### config.mk
export PLATFORM = sky130hd
export DESIGN_NAME = tlu_trig_scheduler
export DESIGN_NICKNAME = d
export VERILOG_FILES = /design/src/rtl/tlu_pkg.sv /design/src/rtl/tlu_sat_counter.sv /design/src/rtl/tlu_trig_scheduler.sv
export SDC_FILE = /design/constraint.sdc
export NUM_CORES = 1
export LEC_CHECK = 0
export ABC_AREA = 1
export BUFFER_PORTS_ARGS = -buffer_cell sky130_fd_sc_hd__clkbuf_2
export CAP_MARGIN = 30
export CORE_MARGIN = 2
export CORE_UTILIZATION = 54
export DETAILED_ROUTE_END_ITERATION = 16
export MAX_ROUTING_LAYER = met4
export PLACE_DENSITY = 0.79
export SETUP_SLACK_MARGIN = 0.02
export SLEW_MARGIN = 20
export SYNTH_ARGS = -nofsm -noshare
export SYNTH_HDL_FRONTEND = slang
export SYNTH_HIERARCHICAL = 1
export SYNTH_SLANG_ARGS = --single-unit
### constraint.sdc
create_clock -name SYS_CLK -period 3.1 [get_ports SYS_CLK]
set_input_delay 0.155 -clock SYS_CLK [delete_from_list [all_inputs] [get_ports SYS_CLK]]
set_output_delay 0.155 -clock SYS_CLK [all_outputs]
set_load 0.05 [all_outputs]
### src/rtl/tlu_pkg.sv
// Shared types and constants for the TLU trigger scheduler.
// Holds the run-control state encoding and the timeout counter geometry.
package tlu_pkg;

  typedef enum logic [1:0] {
    S_IDLE    = 2'd0,
    S_ARMED   = 2'd1,
    S_HOLDOFF = 2'd2,
    S_DONE    = 2'd3
  } state_t;

  localparam int N_DUT_DEF = 6;
  localparam int TO_CNT_W  = 8;

endpackage

### src/rtl/tlu_sat_counter.sv
// Up-counter with synchronous clear; wraps or sticks at all-ones depending on SAT.
// One-cycle update latency, no backpressure.
module tlu_sat_counter #(
  parameter int W   = 8,
  parameter bit SAT = 1'b0
) (
  input  logic         clk,
  input  logic         rst,
  input  logic         clr,
  input  logic         inc,
  output logic [W-1:0] cnt
);

  logic at_max;

  assign at_max = SAT && (cnt == {W{1'b1}});

  always_ff @(posedge clk or posedge rst) begin
    if (rst) begin
      cnt <= '0;
    end else if (clr) begin
      cnt <= '0;
    end else if (inc && !at_max) begin
      cnt <= cnt + W'(1);
    end
  end

endmodule

### src/rtl/tlu_trig_scheduler.sv
// Trigger acceptance sequencer: gates requests on DUT readiness, dead time and trigger limit.
// TRIG_GO follows an accepted TRIG_REQ by one cycle; requests never stall, rejected ones are counted.
module tlu_trig_scheduler
  import tlu_pkg::*;
#(
  parameter int N_DUT  = N_DUT_DEF,
  parameter int DEAD_W = 8,
  parameter int ID_W   = 32
) (
  input  logic                SYS_CLK,
  input  logic                SYS_RST,
  input  logic                START,
  input  logic                STOP,
  input  logic                TRIG_REQ,
  input  logic [N_DUT-1:0]    READY,
  input  logic [N_DUT-1:0]    TIME_OUT,
  input  logic [N_DUT-1:0]    CONF_EN_OUTPUT,
  input  logic [DEAD_W-1:0]   CONF_DEAD_TIME,
  input  logic [ID_W-1:0]     CONF_MAX_TRIG,
  input  logic                CONF_AUTO_DISABLE,
  output logic                TRIG_GO,
  output logic [ID_W-1:0]     TRIG_ID,
  output logic [ID_W-1:0]     SKIP_CNT,
  output logic [TO_CNT_W-1:0] TIMEOUT_CNT,
  output logic [N_DUT-1:0]    ACTIVE_MASK,
  output logic                ARMED,
  output logic                DONE
);

  state_t            state, state_nxt;
  logic [DEAD_W-1:0] dead_cnt;
  logic              all_ready, ctl, start_eff, in_run;
  logic              accept, skip_inc, to_inc;
  logic              go_nxt, armed_nxt, done_nxt;
  logic [ID_W-1:0]   id_now, id_new;

  assign all_ready = &(READY | ~ACTIVE_MASK);
  assign ctl       = START | STOP;
  assign start_eff = START & ~STOP;
  assign in_run    = (state == S_ARMED) || (state == S_HOLDOFF);
  assign accept    = !ctl && (state == S_ARMED) && TRIG_REQ && all_ready;
  assign skip_inc  = !ctl && TRIG_REQ &&
                     (((state == S_ARMED) && !all_ready) || (state == S_HOLDOFF));
  assign to_inc    = !ctl && in_run && |(TIME_OUT & ACTIVE_MASK);

  // TRIG_ID lags by one while TRIG_GO is high, so fold the pending increment in
  // before comparing against the limit; otherwise back-to-back triggers overshoot.
  assign id_now = TRIG_ID + ID_W'(TRIG_GO);
  assign id_new = id_now + ID_W'(1);

  always_ff @(posedge SYS_CLK or posedge SYS_RST) begin
    if (SYS_RST) state <= S_IDLE;
    else         state <= state_nxt;
  end

  always_comb begin
    state_nxt = state;
    if (STOP) begin
      state_nxt = S_IDLE;
    end else if (START) begin
      state_nxt = S_ARMED;
    end else begin
      case (state)
        S_ARMED: begin
          if (TRIG_REQ && all_ready) begin
            if ((CONF_MAX_TRIG != '0) && (id_new == CONF_MAX_TRIG))
              state_nxt = S_DONE;
            else if (CONF_DEAD_TIME != '0)
              state_nxt = S_HOLDOFF;
          end
        end
        S_HOLDOFF: begin
          if (dead_cnt <= DEAD_W'(1)) state_nxt = S_ARMED;
        end
        default: ;
      endcase
    end
  end

  always_comb begin
    go_nxt    = accept;
    armed_nxt = (state_nxt == S_ARMED) || (state_nxt == S_HOLDOFF);
    done_nxt  = (state_nxt == S_DONE);
  end

  always_ff @(posedge SYS_CLK or posedge SYS_RST) begin
    if (SYS_RST) begin
      TRIG_GO     <= 1'b0;
      ARMED       <= 1'b0;
      DONE        <= 1'b0;
      TRIG_ID     <= '0;
      ACTIVE_MASK <= '0;
      dead_cnt    <= '0;
    end else begin
      TRIG_GO <= go_nxt;
      ARMED   <= armed_nxt;
      DONE    <= done_nxt;

      if (start_eff)    TRIG_ID <= '0;
      else if (TRIG_GO) TRIG_ID <= TRIG_ID + ID_W'(1);

      if (accept)
        dead_cnt <= CONF_DEAD_TIME;
      else if ((state == S_HOLDOFF) && (dead_cnt != '0))
        dead_cnt <= dead_cnt - DEAD_W'(1);

      if (start_eff)
        ACTIVE_MASK <= CONF_EN_OUTPUT;
      else if (!STOP && in_run && CONF_AUTO_DISABLE)
        ACTIVE_MASK <= ACTIVE_MASK & ~TIME_OUT;
    end
  end

  tlu_sat_counter #(.W(ID_W), .SAT(1'b0)) u_skip_cnt (
    .clk (SYS_CLK),
    .rst (SYS_RST),
    .clr (start_eff),
    .inc (skip_inc),
    .cnt (SKIP_CNT)
  );

  tlu_sat_counter #(.W(TO_CNT_W), .SAT(1'b1)) u_timeout_cnt (
    .clk (SYS_CLK),
    .rst (SYS_RST),
    .clr (start_eff),
    .inc (to_inc),
    .cnt (TIMEOUT_CNT)
  );

endmodule
# Yosys cells after proc, flatten, opt, wreduce, memory -nomap -nowiden
# Cells that the tools add are included.
[totals]
wordCells = 79
in_bits = 64
ff_bits = 91
output_inout_bits = 81
[classes]
bitwise = 8
n_eq_ne = 7
n_reduce_logical = 31
muxes = 17
addsub = 6
magnitude_cmp = 1
[ops]
columns = ["operator", "count"]
rows = [
  ["two-way mux 32 bit", 4],
  ["adder 32 x 1 -> 32 bit, second input constant", 3],
  ["adder 32 x 1 -> 32 bit", 1],
  ["equality test 32 bit", 1],
  ["two-way mux 8 bit", 4],
  ["nonzero test 32 bit", 1],
  ["nonzero test 8 bit", 2],
  ["logical AND 1 bit", 14],
  ["bitwise AND 6 bit", 2],
  ["two-way mux 2 bit", 6],
  ["two-way mux 6 bit", 2],
  ["NOT 6 bit", 2],
  ["nonzero test 2 bit", 5],
  ["adder 8 x 1 -> 8 bit, second input constant", 1],
  ["equality test 8 bit, second input constant", 1],
  ["<= comparator 8 x 1 -> 1 bit, second input constant", 1],
  ["subtractor 8 x 1 -> 8 bit, second input constant", 1],
  ["equality test 2 bit, second input constant", 3],
  ["OR 6 bit", 1],
  ["AND reduction 6 bit", 1],
  ["OR reduction 6 bit", 1],
  ["equality test 2 x 1 -> 1 bit, second input constant", 2],
  ["zero test 1 bit", 4],
  ["case mux 2 bit (2 select lines)", 1],
  ["other kinds (4)", 6],
]

# Logic depth before layout (Yosys ltp)
[depth]
depth_word = 11
depth_mapped = 22

# Cells and area by module
# Netlist, hierarchy kept.
[modules_own_cells]
columns = ["module", "cells_each", "n_inst", "area_per_inst_um2"]
rows = [
  ["tlu_trig_scheduler", 670, 1, 4269.1],
  ["tlu_sat_counter at u_skip_cnt", 270, 1, 1881.8],
  ["tlu_sat_counter at u_timeout_cnt", 68, 1, 481.7],
]

# Worst setup path after synthesis
# No wires, ideal clock.
[synth_timing]
path_kind = "register -> register"
startpoint = "register TRIG_GO"
endpoint = "register ARMED"
setup_time_ns = 0.126
n_path_buf = 0
period_less_slack_ns = 3.020
arrival_ns = 2.894
setup_slack_ns = 0.080
path_stages_with_launch = 22
required_ns = 2.974
cell_sequence = "dfrtp_1 > inv_1 > ha_1 > inv_1 > ha_1 > nand3_2 > nor2_2 > nand3_1 > nor2_1 > nand2_1 > nand3_1 > nand2_1 > nor2_1 > nand2_1 > nor2_1 > nand2_1 > nand2_1 > nand2_1 > nand2_1 > nand2_1 > nand2_1 > ha_1"
[synth_via]
elab_chain_cells = 11
word_cells_on_any_way = 12
classes_between = "2 x add/sub; 3 x eq/ne; 5 x mux; 2 x reduce/logical"
[synth_rtl]
columns = ["element", "line", "text"]
rows = [
  ["start: declaration", "tlu_trig_scheduler.sv:21", "output logic TRIG_GO,"],
  ["start signal: assignment", "tlu_trig_scheduler.sv:95", "TRIG_GO <= go_nxt;"],
  ["adder 32 x 1 -> 32 bit *", "tlu_trig_scheduler.sv:48", "assign id_now = TRIG_ID + ID_W'(TRIG_GO);"],
  ["adder 32 x 1 -> 32 bit *", "tlu_trig_scheduler.sv:49", "assign id_new = id_now + ID_W'(1);"],
  ["equality test 32 bit *", "tlu_trig_scheduler.sv:66", "if ((CONF_MAX_TRIG != '0) && (id_new == CONF_MAX_TRIG))"],
  ["logical AND 1 bit *", "tlu_trig_scheduler.sv:66", ""],
  ["two-way mux 2 bit *", "tlu_trig_scheduler.sv:66", ""],
  ["two-way mux 2 bit *", "tlu_trig_scheduler.sv:65", "if (TRIG_REQ && all_ready) begin"],
  ["case mux 2 bit (2 select lines) *", "tlu_trig_scheduler.sv:63", "case (state)"],
  ["two-way mux 2 bit *", "tlu_trig_scheduler.sv:60", "end else if (START) begin"],
  ["two-way mux 2 bit *", "tlu_trig_scheduler.sv:58", "if (STOP) begin"],
  ["via state_nxt[0]", "tlu_trig_scheduler.sv:30", "state_t state, state_nxt;"],
  ["equality test 2 x 1 -> 1 bit / equality test 2 bit (equally long branches)", "tlu_trig_scheduler.sv:82", "armed_nxt = (state_nxt == S_ARMED) || (state_nxt == S_HOLDOFF);"],
  ["logical OR 1 bit *", "tlu_trig_scheduler.sv:82", ""],
  ["via armed_nxt", "tlu_trig_scheduler.sv:34", "logic go_nxt, armed_nxt, done_nxt;"],
  ["end signal: assignment", "tlu_trig_scheduler.sv:96", "ARMED <= armed_nxt;"],
  ["end: declaration", "tlu_trig_scheduler.sv:26", "output logic ARMED,"],
]
# The timed path passes the listed nets; every way through them passes the cells marked *.
# A chain may end at the register's enable or synchronous reset.

# Final worst setup path
# Same ends and word-level chain as after synthesis.

==> impl_table.tex <==
\begin{tabular}{lr}
\hline
Metric & Value \\
\hline
\multicolumn{2}{l}{\textbf{Yosys}} \\
Synth unique cells & 41 \\
Yosys warning total & 6 \\
Syn Nets & 1082 \\
Flip-flop and latch count after synthesis & 91 \\
Proportion of synthesized chip area in sequential cells & 34.3\% \\
Synthesized instance count & 1008 \\
Syn Std Cell Area & 6630 µm² \\
Post-Syn Area per Cell & 6.58 µm² \\
\multicolumn{2}{l}{\textbf{Die}} \\
Cell Rows & 40 \\
Area of the die & 13200 µm² \\
Floorplan Core Area & 12000 µm² \\
Width of the chip & 115 µm \\
Effective utilization at floorplan & 55.2\% \\
I/O pin count & 145 \\
Die height & 115 µm \\
\multicolumn{2}{l}{\textbf{Run status}} \\
Status & completed \\
\multicolumn{2}{l}{\textbf{Timing}} \\
Total count of hold-check failures in the final report & 0 \\
Slew @ Worst Pin & 821 ps \\
Post-Route Skew & 8.03 ps \\
Total negative slack for setup checks & 0 ps \\
Worst hold margin & 8.87 ps \\
Fmax & 354 MHz \\
RSZ-0062 raised after global routing & no \\
Relative slew slack & 45.2\% \\
Setup violations, final & 0 \\
Min Clock Period, post-route & 2830 ps \\
Tcrit/Tclk final & 91.2\% \\
Number of pins with negative max-slew slack in the final report & 0 \\
\multicolumn{2}{l}{\textbf{CTS}} \\
Count of buffers added by post-CTS timing repair for setup & 0 \\
Clock sink total & 91 \\
Deepest level of the CTS H-tree & 3 \\
Reg clk slew, reported paths & 70 ps \\
Clock root buffer master & clkbuf\_16 \\
Total clock buffers created by CTS & 9 \\
Buffers from clock root to sink, at most & 2 \\
Clock insertion delay at the later pin of the skew report & 360 ps \\
TritonCTS clock tree & built \\
\multicolumn{2}{l}{\textbf{Global routing}} \\
First-pass GRT wire length & 31.1 mm \\
Pin count of the biggest net entering global routing & 36 \\
GR Util All Layers & 31.0\% \\
Antenna violations before repair & 0 \\
Overflow after GRT & 0 \\
Via count of the first global-routing pass & 6431 \\
\multicolumn{2}{l}{\textbf{Setup path}} \\
Largest delay share family, worst path & simple AND/OR/NAND/NOR gates \\
Cell mode on critical path & nand2\_1 \\
Sort of element at the end of the critical path & flip-flop \\
Worst Setup Start Kind & flip-flop \\
Critical R2R Capture & ARMED\$\_DFF\_PP0\_ \\
Startpoint of the lowest-slack register-to-register path & TRIG\_GO\$\_DFF\_PP0\_ \\
Biggest cell delay along the critical path & 350 ps \\
Worst path slowest cell & dfrtp\_1 \\
Number of cells on the worst reg-to-reg path & 21 \\
Cells along the critical path & inv\_1 -> ha\_1 -> inv\_1 -> ha\_1 -> nand3\_4 -> inv\_1 -> nand3\_1 -> o21ai\_1 -> nand2\_1 -> nand2\_1 -> nand2\_1 -> nor2\_1 -> nand2\_1 -> nor2\_1 -> nand2\_1 -> nand2\_1 -> nand2\_1 -> nand2\_1 -> nand2\_1 -> nand2\_1 -> ha\_1 \\
Required time reported for the critical path endpoint & 3340 ps \\
Worst EP arrival & 3060 ps \\
Largest fanout on the critical path & 5 \\
Crit Path Category & flip-flop to flip-flop \\
Setup slack on the worst flop-to-flop path & 270 ps \\
Sum of buffers and inverters on the critical path & 3 \\
\multicolumn{2}{l}{\textbf{Layout}} \\
Antenna cells & 0 \\
Layout filler cell count & 1129 \\
Final Net Count & 1241 \\
Final standard cell area without fillers & 7950 µm² \\
Leading cell type in the layout, fill and taps excluded & nand2\_1 \\
Area growth from synthesis to layout & 19.9\% \\
Layout cells sized above 1 & 20.4\% \\
Most used cells in the layout excluding fill and tap cells & 255 x nand2\_1, 176 x nor2\_1, 144 x clkbuf\_2, 125 x inv\_1, 91 x dfrtp\_1 \\
\multicolumn{2}{l}{\textbf{Power and ir drop}} \\
Highest ir drop seen on vdd & 0.415 mV \\
Power per standard cell area & 405 nW/µm² \\
Static leakage & 3.92 nW \\
\multicolumn{2}{l}{\textbf{Min path}} \\
Type of the tightest min-delay check & input pin to flip-flop \\
Worst hold path cell count & 3 \\
Worst-case hold path end point & ACTIVE\_MASK[3]\$\_DFFE\_PP0P\_ \\
Hold\_sp & CONF\_EN\_OUTPUT[3] \\
\multicolumn{2}{l}{\textbf{Job}} \\
Maxcap violations & 0 \\
\multicolumn{2}{l}{\textbf{Placed design}} \\
Final weighted congestion in routability-driven placement & 1.04 \\
Count of input and output buffers & 144 \\
Cell area after placement & 7590 µm² \\
Half-perimeter wire length after placement & 15.5 mm \\
\multicolumn{2}{l}{\textbf{Drt}} \\
Per-cell routed wire length & 14.9 µm \\
Count of antenna-violating nets left after detailed routing & 0 \\
DR vias & 7143 \\
TritonRoute pass-1 iters & 5 \\
Remaining design rule violation count & 0 \\
Total length of routed wires & 19.6 mm \\
Drt via density & 5.42 \\
DRC violation total after the first TritonRoute iteration & 651 \\
\hline
\end{tabular}
## timing repair
| action | in CTS | in global routing |
|---|---|---|
| hold buffers | 1 | 0 |
| resized for setup | 0 | 3 |
| hold endpoints to repair | 74 | 0 |
| setup endpoints to repair | 0 | 1 |
## kinds of logic after synthesis
logic type	Yosys count	synth area share (%)
compound gates	141	11.2
xor+xnor	33	4.36
buf+inv	138	7.87
flops	91	34.3
simple gates	595	40.3
fa+ha+maj	10	1.89
## synthesized netlist by cell type
cell type  count  area (µm²)
and2_1         1        6.26
nor2_4        12         135
o221ai_1       2        17.5
and3_1         1        6.26
nand3_1       61         305
clkbuf_1       5        18.8
nand4_1       16         100
nand2_1      255         957
o22ai_1        3        18.8
o21a_1         3        22.5
nor3_4         1        16.3
a2bb2oi_1      1        8.76
clkinv_2       2        10.0
dfrtp_1       91        2280
o21ai_1        6        30.0
nor2_2        16         100
a221oi_1       1        8.76
a31oi_1        3        18.8
nor3_1        12        60.1
inv_1        126         473
nand3b_1       4        30.0
buf_2          1        5.00
ha_1          10         125
nor4_1         5        31.3
xor2_1        11        96.3
nand2_4        3        33.8
o21ai_0       54         270
or2_2          4        25.0
nand3_2        4        40.0
nor2_1       177         664
o21bai_1       1        7.51
xnor2_1       22         193
nor3_2         1        10.0
buf_1          2        7.51
a21oi_2        1        8.76
nor3b_1        2        15.0
nand2_2       19         119
o211ai_1       1        7.51
nor2_8         1        20.0
inv_2          2        7.51
a21oi_1       65         325
## sequential cells by signal (all words and copies together) (netlist names)
signal / flops
state: 2
u_skip_cnt/cnt: 32
u_timeout_cnt/cnt: 8
dead_cnt: 8
ACTIVE_MASK: 6
DONE: 1
TRIG_ID: 32
TRIG_GO: 1
ARMED: 1
## stage by stage
stage / power, mW / worst slack (ps) / std cells / utilization (%)
detailed placement: 1.99 / 312 / 1302 / 63.2
global route: 3.37 / 22.8 / 1319 / 66.2
finish: 3.22 / 273 / 1319 / 66.2
global placement: 1.98 / 404 / 1302 / 63.2
CTS: 3.23 / 293 / 1319 / 66.1
floorplan: 1.80 / 80.2 / 1008 / -
## worst max-delay path by stage
stage	start	to	slack [ps]	depth (start not counted)
final	TRIG_GO$_DFF_PP0_	ARMED$_DFF_PP0_	270	21
after global routing	TRIG_GO$_DFF_PP0_	ARMED$_DFF_PP0_	20	22
after CTS	TRIG_GO$_DFF_PP0_	ARMED$_DFF_PP0_	290	21
after detailed placement	TRIG_GO$_DFF_PP0_	ARMED$_DFF_PP0_	310	21
after global placement	TRIG_GO$_DFF_PP0_	ARMED$_DFF_PP0_	400	21
after floorplan	TRIG_GO$_DFF_PP0_	ARMED$_DFF_PP0_	80	21
## per-layer routing
metal  up-vias  global-route usage, %  share of wire (%)
met4         0                   11.0                2.5
li1       3556                      -                  -
met3        41                   5.54                7.7
met5         -                      -                  0
met1      3238                   41.5                 45
met2       308                   47.7                 45
## area by class of cell
| class | count | area [µm²] | share of cell area [%] |
|---|---|---|---|
| clock buffers | 10 | 239 | 3.00 |
| clock inverters | 6 | 96.3 | 1.21 |
| inverters | 130 | 490 | 6.17 |
| multi-input cells | 779 | 3850 | 48.5 |
| flip-flops and latches | 91 | 2280 | 28.6 |
| well taps | 147 | 184 | 2.31 |
| repair buffers | 156 | 813 | 10.2 |
## worst min-delay path, delay by kind of cell
kind                   cells  cell delay (ps)
AO/OA/AOI/OAI              1               60
AND/OR/NAND/NOR            1               40
buffers and inverters      1               80
## power by group
group          total (mW)  internal [mW]  switching, mW
clock                1.25          0.739          0.508
sequential           1.35           1.27         0.0836
combinational       0.620          0.214          0.406
total                3.22           2.22          0.997
No activity file was read; power rests on OpenSTA's default activity.
